`config.mk`:
```
export PLATFORM = sky130hd
export DESIGN_NAME = mips_mc_ctrl
export DESIGN_NICKNAME = d
export VERILOG_FILES = /design/src/rtl/mips_pkg.sv /design/src/rtl/mips_alu_dec.sv /design/src/rtl/mips_mc_ctrl.sv
export SDC_FILE = /design/constraint.sdc
export NUM_CORES = 1
export LEC_CHECK = 0
export ABC_CLOCK_PERIOD_IN_PS = 3850
export CORE_ASPECT_RATIO = 2
export CORE_UTILIZATION = 40
export CTS_CLUSTER_DIAMETER = 150
export DETAILED_ROUTE_END_ITERATION = 8
export GPL_TIMING_DRIVEN = 0
export PLACE_DENSITY = 0.77
export SYNTH_ARGS = -nofsm -noshare
export SYNTH_HDL_FRONTEND = slang
export SYNTH_SLANG_ARGS = --single-unit
```
`constraint.sdc`:
```
create_clock -name clk -period 3.85 [get_ports clk]
set_input_delay 1.155 -clock clk [delete_from_list [all_inputs] [get_ports clk]]
set_output_delay 1.155 -clock clk [all_outputs]
set_load 0.01 [all_outputs]
```
`src/rtl/mips_pkg.sv`:
```
// Shared encodings for the MIPS multicycle core: ALU ops, opcodes, states.
// S_TRAP exists only when MIPS_MC_OF_TRAP_EN is defined.
package mips_pkg;

  localparam logic [2:0] AND_OP = 3'd0;
  localparam logic [2:0] OR_OP  = 3'd1;
  localparam logic [2:0] XOR_OP = 3'd2;
  localparam logic [2:0] NOR_OP = 3'd3;
  localparam logic [2:0] ADD_OP = 3'd4;
  localparam logic [2:0] SUB_OP = 3'd5;
  localparam logic [2:0] SLT_OP = 3'd6;
  localparam logic [2:0] SLL_OP = 3'd7;

  localparam logic [5:0] OP_RTYPE = 6'h00;
  localparam logic [5:0] OP_J     = 6'h02;
  localparam logic [5:0] OP_BEQ   = 6'h04;
  localparam logic [5:0] OP_BNE   = 6'h05;
  localparam logic [5:0] OP_ADDI  = 6'h08;
  localparam logic [5:0] OP_SLTI  = 6'h0A;
  localparam logic [5:0] OP_ANDI  = 6'h0C;
  localparam logic [5:0] OP_ORI   = 6'h0D;
  localparam logic [5:0] OP_XORI  = 6'h0E;
  localparam logic [5:0] OP_LW    = 6'h23;
  localparam logic [5:0] OP_SW    = 6'h2B;

  localparam logic [5:0] FN_SLLV = 6'h04;
  localparam logic [5:0] FN_ADD  = 6'h20;
  localparam logic [5:0] FN_SUB  = 6'h22;
  localparam logic [5:0] FN_AND  = 6'h24;
  localparam logic [5:0] FN_OR   = 6'h25;
  localparam logic [5:0] FN_XOR  = 6'h26;
  localparam logic [5:0] FN_NOR  = 6'h27;
  localparam logic [5:0] FN_SLT  = 6'h2A;

  localparam logic [1:0] SRC_RT   = 2'd0;
  localparam logic [1:0] SRC_SEXT = 2'd1;
  localparam logic [1:0] SRC_ZEXT = 2'd2;

  localparam logic [1:0] PC_SEQ = 2'd0;
  localparam logic [1:0] PC_BR  = 2'd1;
  localparam logic [1:0] PC_JMP = 2'd2;

  localparam logic WB_ALU = 1'b0;
  localparam logic WB_MEM = 1'b1;

  typedef enum logic [3:0] {
    S_RST,
    S_IF,
    S_ID,
    S_EXR,
    S_WBR,
    S_EXI,
    S_WBI,
    S_ADR,
    S_MRD,
    S_WBM,
    S_MWR,
    S_BR,
`ifdef MIPS_MC_OF_TRAP_EN
    S_J,
    S_TRAP
`else
    S_J
`endif
  } state_t;

  typedef struct packed {
    logic [2:0] alu_op;
    logic [1:0] alu_src_b;
    logic       ir_we;
    logic       pc_we;
    logic [1:0] pc_src;
    logic       rf_we;
    logic       rf_dst;
    logic       wb_sel;
    logic       mem_re;
    logic       mem_we;
    logic       ill;
    logic       trap;
  } ctrl_t;

  // Signed-overflow sensitive instructions: add, sub, addi.
  function automatic logic is_ov_op(input logic [5:0] op,
                                    input logic [5:0] fn);
    return (op == OP_ADDI) ||
           ((op == OP_RTYPE) && ((fn == FN_ADD) || (fn == FN_SUB)));
  endfunction

endpackage

```
`src/rtl/mips_alu_dec.sv`:
```
// ALU operation / operand-B decode and legality check.
// Pure combinational; shared by ID legality and EX stages.
module mips_alu_dec
  import mips_pkg::*;
(
  input  logic [5:0] opcode,
  input  logic [5:0] funct,
  output logic [2:0] alu_op,
  output logic [1:0] alu_src_b,
  output logic       legal
);

  logic [2:0] r_op;
  logic       r_ok;

  always_comb begin
    r_op = AND_OP;
    r_ok = 1'b1;
    unique case (1'b1)
      (funct == FN_ADD):  r_op = ADD_OP;
      (funct == FN_SUB):  r_op = SUB_OP;
      (funct == FN_AND):  r_op = AND_OP;
      (funct == FN_OR):   r_op = OR_OP;
      (funct == FN_XOR):  r_op = XOR_OP;
      (funct == FN_NOR):  r_op = NOR_OP;
      (funct == FN_SLT):  r_op = SLT_OP;
      (funct == FN_SLLV): r_op = SLL_OP;
      default:            r_ok = 1'b0;
    endcase
  end

  always_comb begin
    alu_op    = AND_OP;
    alu_src_b = SRC_RT;
    legal     = 1'b1;
    unique case (1'b1)
      (opcode == OP_RTYPE): begin
        alu_op = r_op;
        legal  = r_ok;
      end
      (opcode == OP_ADDI): begin
        alu_op    = ADD_OP;
        alu_src_b = SRC_SEXT;
      end
      (opcode == OP_SLTI): begin
        alu_op    = SLT_OP;
        alu_src_b = SRC_SEXT;
      end
      (opcode == OP_ANDI): begin
        alu_op    = AND_OP;
        alu_src_b = SRC_ZEXT;
      end
      (opcode == OP_ORI): begin
        alu_op    = OR_OP;
        alu_src_b = SRC_ZEXT;
      end
      (opcode == OP_XORI): begin
        alu_op    = XOR_OP;
        alu_src_b = SRC_ZEXT;
      end
      (opcode == OP_LW),
      (opcode == OP_SW): begin
        alu_op    = ADD_OP;
        alu_src_b = SRC_SEXT;
      end
      (opcode == OP_BEQ),
      (opcode == OP_BNE): alu_op = SUB_OP;
      (opcode == OP_J):   alu_op = AND_OP;
      default:            legal = 1'b0;
    endcase
  end

endmodule

```
`src/rtl/mips_mc_ctrl.sv`:
```
// Multicycle control FSM for the MIPS R/I/J core.
// Define MIPS_MC_OF_TRAP_EN for the sticky overflow trap.
module mips_mc_ctrl
  import mips_pkg::*;
(
  input  logic       clk,
  input  logic       rst_n,
  input  logic [5:0] opcode,
  input  logic [5:0] funct,
  input  logic       zf,
  input  logic       of,
  output logic [2:0] alu_op,
  output logic [1:0] alu_src_b,
  output logic       ir_we,
  output logic       pc_we,
  output logic [1:0] pc_src,
  output logic       rf_we,
  output logic       rf_dst,
  output logic       wb_sel,
  output logic       mem_re,
  output logic       mem_we,
  output logic       ill,
  output logic       trap
);

  state_t     state;
  state_t     nxt;
  ctrl_t      c;
  logic [5:0] op_q;
  logic [5:0] fn_q;
  logic [5:0] dec_op;
  logic [5:0] dec_fn;
  logic [2:0] d_alu_op;
  logic [1:0] d_src_b;
  logic       d_legal;
  logic       ov_trap;

  always_ff @(posedge clk or negedge rst_n) begin
    if (!rst_n) state <= S_RST;
    else        state <= nxt;
  end

  // Freeze the instruction at ID exit so later IR changes are ignored.
  always_ff @(posedge clk or negedge rst_n) begin
    if (!rst_n) begin
      op_q <= '0;
      fn_q <= '0;
    end else if (state == S_ID) begin
      op_q <= opcode;
      fn_q <= funct;
    end
  end

  assign dec_op = (state == S_ID) ? opcode : op_q;
  assign dec_fn = (state == S_ID) ? funct  : fn_q;

  mips_alu_dec u_dec (
    .opcode    (dec_op),
    .funct     (dec_fn),
    .alu_op    (d_alu_op),
    .alu_src_b (d_src_b),
    .legal     (d_legal)
  );

`ifdef MIPS_MC_OF_TRAP_EN
  assign ov_trap = of && is_ov_op(op_q, fn_q);
`else
  logic unused_of;
  assign unused_of = of;
  assign ov_trap   = 1'b0;
`endif

  always_comb begin
    nxt = S_RST;
    unique case (state)
      S_RST: nxt = S_IF;
      S_IF:  nxt = S_ID;
      S_ID: begin
        nxt = S_IF;
        if (d_legal) begin
          unique case (1'b1)
            (dec_op == OP_RTYPE): nxt = S_EXR;
            (dec_op == OP_ADDI),
            (dec_op == OP_SLTI),
            (dec_op == OP_ANDI),
            (dec_op == OP_ORI),
            (dec_op == OP_XORI):  nxt = S_EXI;
            (dec_op == OP_LW),
            (dec_op == OP_SW):    nxt = S_ADR;
            (dec_op == OP_BEQ),
            (dec_op == OP_BNE):   nxt = S_BR;
            (dec_op == OP_J):     nxt = S_J;
            default:              nxt = S_IF;
          endcase
        end
      end
      S_EXR: nxt = S_WBR;
      S_EXI: nxt = S_WBI;
      S_WBR,
      S_WBI: begin
        nxt = S_IF;
`ifdef MIPS_MC_OF_TRAP_EN
        if (ov_trap) nxt = S_TRAP;
`endif
      end
      S_ADR: nxt = (op_q == OP_LW) ? S_MRD : S_MWR;
      S_MRD: nxt = S_WBM;
      S_WBM: nxt = S_IF;
      S_MWR: nxt = S_IF;
      S_BR:  nxt = S_IF;
      S_J:   nxt = S_IF;
`ifdef MIPS_MC_OF_TRAP_EN
      S_TRAP: nxt = S_TRAP;
`endif
      default: nxt = S_RST;
    endcase
  end

  always_comb begin
    c        = '0;
    c.alu_op = AND_OP;
    unique case (state)
      S_IF: begin
        c.ir_we  = 1'b1;
        c.pc_we  = 1'b1;
        c.pc_src = PC_SEQ;
      end
      S_ID: c.ill = ~d_legal;
      S_EXR,
      S_EXI: begin
        c.alu_op    = d_alu_op;
        c.alu_src_b = d_src_b;
      end
      S_WBR: begin
        c.alu_op    = d_alu_op;
        c.alu_src_b = d_src_b;
        c.rf_we     = ~ov_trap;
        c.rf_dst    = 1'b1;
        c.wb_sel    = WB_ALU;
      end
      S_WBI: begin
        c.alu_op    = d_alu_op;
        c.alu_src_b = d_src_b;
        c.rf_we     = ~ov_trap;
        c.rf_dst    = 1'b0;
        c.wb_sel    = WB_ALU;
      end
      S_ADR: begin
        c.alu_op    = ADD_OP;
        c.alu_src_b = SRC_SEXT;
      end
      S_MRD: begin
        c.alu_op    = ADD_OP;
        c.alu_src_b = SRC_SEXT;
        c.mem_re    = 1'b1;
      end
      S_MWR: begin
        c.alu_op    = ADD_OP;
        c.alu_src_b = SRC_SEXT;
        c.mem_we    = 1'b1;
      end
      S_WBM: begin
        c.rf_we  = 1'b1;
        c.wb_sel = WB_MEM;
      end
      // Only pc_we follows zf directly; all else is a state decode.
      S_BR: begin
        c.alu_op    = SUB_OP;
        c.alu_src_b = SRC_RT;
        c.pc_src    = PC_BR;
        c.pc_we     = (op_q == OP_BEQ) ? zf : ~zf;
      end
      S_J: begin
        c.pc_we  = 1'b1;
        c.pc_src = PC_JMP;
      end
`ifdef MIPS_MC_OF_TRAP_EN
      S_TRAP: c.trap = 1'b1;
`endif
      default: c = '0;
    endcase
  end

  assign alu_op    = c.alu_op;
  assign alu_src_b = c.alu_src_b;
  assign ir_we     = c.ir_we;
  assign pc_we     = c.pc_we;
  assign pc_src    = c.pc_src;
  assign rf_we     = c.rf_we;
  assign rf_dst    = c.rf_dst;
  assign wb_sel    = c.wb_sel;
  assign mem_re    = c.mem_re;
  assign mem_we    = c.mem_we;
  assign ill       = c.ill;
  assign trap      = c.trap;

endmodule

```
==> flow_metrics.py <==
metrics = {
    "drt": {
        "drt-vias-per-instance": 6.23,
        "firstDrtPassIters": 4,
        "wl_per_cell_um": 17.3,
        "vias": 1863,
        "drt_iter0_markers": 63,
        "wl_mm": 5.18,
        "final_antenna_net_count": 0,
        "drc": 0,
    },
    "worst_setup_path": {
        "arrival_ns": 2.64,
        "cp_max_fo": 5,
        "path_class": "input port to output pin",
        "r2r_setup_slack_ns": 1.38,
        "cp-end-kind": "output pin",
        "cp-start-kind": "input port",
        "crit_required_ns": 2.69,
        "r2r_start": "state[0]",
        "r2r-end": "state[1]",
        "ff2ff_path_depth": 7,
    },
    "timing": {
        "fin_crit_sh_pct": 98.7,
        "drv_slew": 0,
        "hold_viol_final": 0,
        "worst_pin_slew_ns": 0.715,
        "max_freq_mhz": 263,
        "setup_viol_count_final": 0,
        "relSlewSlack_pct": 52.2,
        "rsz0062_at_grt": "true",
        "finalClockSkew_ns": 0.00494,
        "period_minus_slack_ns": 3.80,
    },
    "synthesis": {
        "synth_edf_count": 0,
        "ys_seq_area_share_pct": 25.2,
        "synth_fp_nets": 225,
        "ys_ff_latch": 16,
        "yosys-top-cells-area": "dfrtp_1, nand2_1, mux2_2",
        "syn_avg_cell_area_um2": 7.59,
        "synth_ff_type": "dfrtp_1",
        "netlist_instances": 209,
        "async_flop_share_pct": 100,
        "synth_top_area_share_pct": 25.2,
        "synth_top_cell_by_area": "dfrtp_1",
        "ys_warn_count": 0,
        "synth_area_um2": 1590,
        "ys_types": 55,
    },
    "min_path": {
        "hold_start": "fn_q[4]",
        "hp-class": "flop to flop",
        "whs_path_depth": 1,
        "min_to": "fn_q[4]",
    },
    "power": {
        "power.density_nw_per_um2": 741,
        "finalPower_w": 0.00157,
        "vdd_ir_drop_max_v": 0.000393,
        "p_leak_nw": 0.847,
    },
    "floorplanning": {
        "dieArea_um2": 4240,
        "ios": 32,
        "initial_core_util_pct": 41.7,
        "coreArea_um2": 3800,
        "die-height_um": 91.1,
        "row_count": 32,
        "fp.dieW_um": 46.5,
    },
    "clock_network": {
        "clock_latency_ns": 0.25,
        "clockBufferDepth": 2,
        "clockRootBuffer": "clkbuf_8",
        "h-tree-depth": 1,
        "path_clk_slew_ns": 0.06,
        "hold_buffers": 0,
        "numCtsBuffers": 3,
        "cts_tree": "built",
        "clock_sinks": 16,
    },
    "global_route": {
        "grt_pass1_wl_mm": 8.34,
        "gr-total-overflow": 0,
        "grt_pass1_vias": 1765,
        "grt.total_usage_pct": 26.9,
        "antenna_found_initial": 0,
        "grt_max_degree": 17,
    },
    "final_layout": {
        "antenna_cells": 0,
        "drive_above_1_share_pct": 21.8,
        "layout_commonest_cell": "nand2_1",
        "area_growth_pct": 33.3,
        "final_util_pct": 55.6,
        "most-common-layout-cells": "nand2_1, dfrtp_1, nor3_1, a21oi_1, clkdlybuf4s50_1",
        "fin_nets": 265,
    },
    "place": {
        "gp_congestion": 0.934,
        "io_buffers": 27,
        "dp_hpwl_mm": 3.70,
    },
    "flow_run": {
        "drv_cap": 0,
    },
    "status": {
        "outcome": "complete, no violations",
    },
}
[worst max-delay path, cell delays in order]
cell             delay (ns)
clkdlybuf4s15_2        0.21
clkbuf_8               0.16
mux2_2                 0.32
nor3b_1                0.22
clkdlybuf4s50_1        0.57
[what timing repair did]
| action | 4_1_cts | 5_1_grt |
|---|---|---|
| cloned | 1 | 0 |
| setup buffers | 5 | 2 |
| pin swaps | 5 | 4 |
| resized for setup | 44 | 18 |
| setup endpoints to repair | 6 | 6 |
[kinds of logic (layout without fill, tap and decap cells)]
group	after synthesis	count (layout)	synth area share [%]
compound gates	61	61	24.8
xor+xnor	3	3	1.66
fa+ha+maj	1	1	0.631
buf+inv	27	66	7.97
flops	16	16	25.2
mux	10	10	6.86
other cells	1	1	0.236
simple gates	90	90	32.7
[synth_stat cells (all sizes together) (3+ instances only)]
cell     n
nor3b    4
o21ai   15
mux2i    3
nand2b   8
nor2b    4
mux2     7
and2     3
clkbuf   9
nor3    15
buf      8
o22ai    3
a31oi    4
nor2     8
inv     10
nand2   22
nand3    7
a21oi   15
a211oi   3
o211ai   5
dfrtp   16
nor4     5
nand3b   3
[sequential cells by signal, summed over array words and instances (netlist names)]
| register | count |
|---|---|
| fn_q | 6 |
| op_q | 6 |
| state | 4 |
[final cells by class]
cell class / count / area (um^2)
repair buffers: 35 / 302
flip-flops and latches: 16 / 400
plain buffers: 17 / 105
fillers: 372 / 1690
well taps: 51 / 63.8
clock buffers: 4 / 55.1
inverters: 10 / 37.5
multi-input cells: 166 / 1150
[power breakdown]
group	leakage, nW	switching (W)	internal [W]
sequential	0.193	0.000111	0.000252
clock	0.0288	0.0000559	0.0000908
combinational	0.625	0.000599	0.000457
[how the worst max path moves through the flow]
stage                     startpoint            to  cells after the start
after floorplan            opcode[3]     alu_op[2]                      6
after global placement     opcode[0]     alu_op[2]                      7
after detailed placement   opcode[0]     alu_op[2]                      7
after CTS                  opcode[5]           ill                      9
after global routing        state[0]     alu_op[1]                     10
final                      opcode[5]  alu_src_b[1]                      5
[per-stage QoR]
stage,setup WS [ns],TNS [ns],area [um^2],hold slack (ns),std cells
final,0.0502,0,2110,0.533,299
after global routing,-0.0580,-0.105,2110,0.554,299
after CTS,0.00806,0,2060,0.554,297
after detailed placement,-0.991,-4.57,1920,0.512,287
after global placement,-0.984,-4.53,1920,0.503,287
after floorplan,0.300,0,1590,0.484,209
[per-layer routing]
layer | routed length, um | vias up | GRT usage [%]
met2 | 2760 | 106 | 42.0
li1 | - | 855 | -
met4 | 442 | 0 | 22.3
met3 | 286 | 42 | 5.57
met1 | 1690 | 860 | 28.6
met5 | 0 | - | 0
Note: power is estimated with default switching activity, not from simulation.
